$ cat src/rtl/fpdiv_arbiter.sv
// Two-requester round-robin front end for a shared floating-point divider.
// Handles zero divisors locally, bounds divider latency with a timeout, flushes stale divides after reset.
module fpdiv_arbiter #(
  parameter int TIMEOUT = 64
) (
  input  logic        clk,
  input  logic        reset,
  input  logic        req0,
  input  logic        req1,
  input  logic [31:0] y0,
  input  logic [31:0] y1,
  input  logic [31:0] x0,
  input  logic [31:0] x1,
  output logic        ack0,
  output logic        ack1,
  output logic [31:0] q,
  output logic        dz,
  output logic        err,
  output logic        busy,
  output logic        div_start,
  output logic [31:0] div_y,
  output logic [31:0] div_x,
  input  logic        div_done,
  input  logic [31:0] div_q
);

  localparam int CW = $clog2(TIMEOUT + 1);
  localparam logic [CW-1:0] LAST = CW'(TIMEOUT - 1);

  typedef enum logic [2:0] {DRAIN, IDLE, ISSUE, WAIT, RESP} state_t;

  state_t        state_reg;
  logic          rr_reg;
  logic          gidx_reg;
  logic [CW-1:0] cnt_reg;

  logic          gnt;
  logic [31:0]   gy;
  logic [31:0]   gx;

  // rr only breaks ties; a lone requester always wins.
  always_comb begin
    gnt = (req0 && req1) ? rr_reg : req1;
    gy  = gnt ? y1 : y0;
    gx  = gnt ? x1 : x0;
  end

  always_ff @(posedge clk) begin
    if (reset) begin
      state_reg <= DRAIN;
      rr_reg    <= 1'b0;
      gidx_reg  <= 1'b0;
      cnt_reg   <= '0;
      ack0      <= 1'b0;
      ack1      <= 1'b0;
      q         <= '0;
      dz        <= 1'b0;
      err       <= 1'b0;
      busy      <= 1'b1;
      div_start <= 1'b0;
      div_y     <= '0;
      div_x     <= '0;
    end else begin
      ack0      <= 1'b0;
      ack1      <= 1'b0;
      div_start <= 1'b0;
      case (state_reg)
        DRAIN: begin
          if (div_done || cnt_reg == LAST) begin
            state_reg <= IDLE;
            busy      <= 1'b0;
            cnt_reg   <= '0;
          end else begin
            cnt_reg <= cnt_reg + CW'(1);
          end
        end
        IDLE: begin
          if (req0 || req1) begin
            gidx_reg <= gnt;
            rr_reg   <= ~gnt;
            div_y    <= gy;
            div_x    <= gx;
            busy     <= 1'b1;
            // Zero exponent (zero or subnormal divisor) answers immediately with signed infinity.
            if (gx[30:23] == 8'h00) begin
              q         <= {gy[31] ^ gx[31], 8'hFF, 23'd0};
              dz        <= 1'b1;
              err       <= 1'b0;
              ack0      <= ~gnt;
              ack1      <= gnt;
              state_reg <= RESP;
            end else begin
              div_start <= 1'b1;
              state_reg <= ISSUE;
            end
          end
        end
        ISSUE: begin
          cnt_reg   <= '0;
          state_reg <= WAIT;
        end
        WAIT: begin
          if (div_done) begin
            q         <= div_q;
            dz        <= 1'b0;
            err       <= 1'b0;
            ack0      <= ~gidx_reg;
            ack1      <= gidx_reg;
            state_reg <= RESP;
          end else if (cnt_reg == LAST) begin
            q         <= '0;
            dz        <= 1'b0;
            err       <= 1'b1;
            ack0      <= ~gidx_reg;
            ack1      <= gidx_reg;
            state_reg <= RESP;
          end else begin
            cnt_reg <= cnt_reg + CW'(1);
          end
        end
        RESP: begin
          state_reg <= IDLE;
          busy      <= 1'b0;
        end
        default: begin
          state_reg <= DRAIN;
          cnt_reg   <= '0;
          busy      <= 1'b1;
        end
      endcase
    end
  end

endmodule

$ cat config.mk
export PLATFORM = sky130hd
export DESIGN_NAME = fpdiv_arbiter
export DESIGN_NICKNAME = d
export VERILOG_FILES = /design/src/rtl/fpdiv_arbiter.sv
export SDC_FILE = /design/constraint.sdc
export NUM_CORES = 1
export LEC_CHECK = 0
export ABC_AREA = 0
export ABC_CLOCK_PERIOD_IN_PS = 3460
export CORE_MARGIN = 2
export CORE_UTILIZATION = 42
export DETAILED_ROUTE_END_ITERATION = 7
export PLACE_DENSITY = 0.87
export SYNTH_ARGS = -nofsm -noshare
export SYNTH_HDL_FRONTEND = slang
export SYNTH_SLANG_ARGS = --single-unit
$ cat constraint.sdc
create_clock -name clk -period 3.46 [get_ports clk]
set_input_delay 0.692 -clock clk [delete_from_list [all_inputs] [get_ports clk]]
set_output_delay 0.692 -clock clk [all_outputs]
set_load 0.03 [all_outputs]
==> flow_summary.yaml <==
run_status:
  outcome: "finished clean"
global_route:
  grt_pass1_wl_microns: 28600
  antenna_found_initial: 0
  gr-usage-all-layers_pct: 28.9
  gr-total-overflow: 0
  grt_pass1_vias: 5477
  grt_start_max_net_pins: 77
final_layout:
  area_delta_synth_final_pct: 69.9
  drive_gt1_share_pct: 7.01
  postLayoutCoreUtil_pct: 73.9
  n_antenna_cell: 0
  reg.largest.list: "div_x x32, div_y x32, q x32"
  final_common_cell: "clkdlybuf4s50_1"
  most-common-layout-cells: "clkdlybuf4s50_1 (265), nand2_1 (129), dfxtp_1 (114)"
  fin_area_sq_mm: 0.00811
  finalNetCount: 980
logic_synthesis:
  synth.area.mux_share_pct: 0.681
  yosys_register_bits: 114
  synth_edf_count: 0
  synth_compound_area_share_pct: 20.2
  synth_top_family_by_area: "simple AND/OR/NAND/NOR gates"
  post_synth_instance_area_sq_mm: 0.00478
  ys_types: 46
  synthSimpleGateAreaFrac_pct: 24.4
  synthAdderAreaFrac_pct: 0.262
  netlist_instances: 570
  yosysTopAreaCell: "dfxtp_1"
  synth-xor-area-share_pct: 1.28
  syn_avg_cell_area_sq_um: 8.38
  synth_nets: 736
  synthArstFlopShare_pct: 0
  ys_warn_count: 0
  ys_seq_area_share_pct: 47.8
  synth_flop_cell: "dfxtp_1"
  synth_top_cell_area_share_pct: 47.8
  ys_top_cells_by_area: "dfxtp_1 (48%), nand2_1 (10%), a31oi_1 (7.1%)"
detailed_routing:
  num_vias: 5446
  postRouteAntennaNets: 0
  remaining_drc_errors: 0
  via_per_inst: 5.63
  drt_pass1_iterations: 6
  drt_iter0_markers: 463
  totalWireLength_microns: 17800
  wl_per_cell_microns: 18.4
timing:
  clock.fmax_ghz: 0.398
  skew_ns: 0.00520
  rsz0062_at_grt: "no"
  hold_viol: 0
  fin_tns_setup_ns: 0
  slew_headroom_pct: 48.1
  maxSlewViolCount: 0
  report.final.setup_viol: 0
  layout_min_cycle_time_ns: 2.51
  min_period_over_period_pct: 72.6
  worstMarginPinSlew_ns: 0.775
floorplan:
  dieArea_sq_mm: 0.0122
  rows: 38
  initial_utilization_pct: 43.5
  die_w_microns: 111
  core_region_area_sq_mm: 0.0110
  die_h_microns: 111
  io_pins: 267
place:
  gp_routability_congestion: 0.928
  placed_area_sq_mm: 0.00748
  dp_hpwl_microns: 12300
  portBuffers: 266
worst_hold_path:
  min_to: "div_y[17]"
  hp-class: "flip-flop to flip-flop"
  holdPathStages: 2
  min_from: "div_y[17]"
cts:
  insertion_delay_ns: 0.41
  cts.sinks: 114
  post_cts_buffers: 0
  root_buffer: "clkbuf_16"
  cts.repair.resized: 0
  cts_hold_buf: 0
  max-clock-path-buffers: 2
  htree_levels: 4
  cts_buffers: 17
  clkSlewWorstSetupHoldPaths_ns: 0.05
  cts_tree: "yes"
job:
  maxCapViolCount: 0
worst_setup_path:
  timing.rr.start: "state_reg[0]"
  path_delay_family: "compound AO/OA/AOI/OAI gates"
  cp_max_fo: 23
  critPathCaptureType: "flip-flop"
  r2r-end: "q[10]"
  worst-path-buf-inv: 1
  ff2ff_path_depth: 5
  r2r_slack_ns: 1.17
  cpPeakStageDelay_ns: 0.71
  critical_path.cell_chain: "clkdlybuf4s50_1 > nor2_1 > a32oi_2 > a21oi_4 > a22o_1"
  start_kind: "primary input"
  worstPathRequired_ns: 3.81
  cp.arrival_ns: 2.86
  critical_path_class: "primary input to flip-flop"
  slowest_stage: "clkdlybuf4s50_1"
pwr:
  power_density_mw_per_mm2: 520
  cellLeakagePower_nw: 2.82
  ir_drop_mv: 0.390
==> cells by family after synthesis <==
| logic type | after synthesis |
|---|---|
| and+or+nand+nor | 256 |
| AOI/OAI and AO/OA | 135 |
| DFF | 114 |
| buffers and inverters | 54 |
| xor gates and xnor gates | 7 |
| muxes | 3 |
| adders and majority gates | 1 |
==> worst register-to-register path, delay by kind of cell (launching register included) <==
kind | cells | cell delay [ns]
DFF | 1 | 0.57
and+or+nand+nor | 2 | 0.74
AOI/OAI and AO/OA | 3 | 0.93
==> per-stage QoR <==
step	power [mW]	setup slack (ns)	cells	hold WS [ns]
2_1_floorplan	1.96	1.51	570	0.464
3_3_place_gp	2.38	0.740	935	0.463
3_5_place_dp	2.40	0.602	935	0.465
4_1_cts	4.24	1.01	967	0.477
5_1_grt	4.37	0.833	967	0.492
6_report	4.22	0.950	967	0.474
==> where the power goes <==
group          switching, mW  internal (mW)
Combinational          0.494          0.423
Sequential            0.0629           1.41
Clock                  0.593           1.24
==> worst max-delay path by stage <==
stage / from / to / depth (start not counted)
5_1_grt: req1 / q[10] / 5
6_report: req1 / q[10] / 5
3_5_place_dp: req1 / q[19] / 5
2_1_floorplan: x0[23] / q[0] / 6
4_1_cts: req1 / q[10] / 5
3_3_place_gp: req1 / q[15] / 5
==> cells in the mapped netlist (2+ instances only) <==
library cell  instances
dfxtp_1             114
xnor2_1               2
buf_4                 3
nand2b_1              3
nor4_1                5
a22o_1               24
nor3b_1               3
inv_1                 2
xor2_1                5
nor3_1                8
nand3_1              67
a211o_1               2
a31oi_1              54
and3_1                3
nand4_1               3
and2_1                3
a311oi_1             11
o21ai_0              11
a32oi_1               2
clkbuf_1             33
buf_2                11
nand2_1             130
a21oi_1              15
nor2_1               23
buf_6                 4
mux2_2                2
a211oi_1              8
==> cell type report <==
cell class / instances / area [sq um]
tap: 140 / 175
clock inverter: 9 / 125
clock buffer: 23 / 508
timing repair buffer: 276 / 2750
sequential: 114 / 2280
multi-input combinational: 402 / 2260
fill: 789 / 2870
inverter: 3 / 11.3
==> layer usage <==
layer	routed length, microns	part of all wire [%]	vias up	track usage, %
met4	858	4.8	0	16.2
met1	6890	39	2544	32.3
met2	8770	49	302	49.7
met5	0	0	-	0
met3	1300	7.3	59	8.04
li1	-	-	2541	-
No activity file was read; power rests on OpenSTA's default activity.
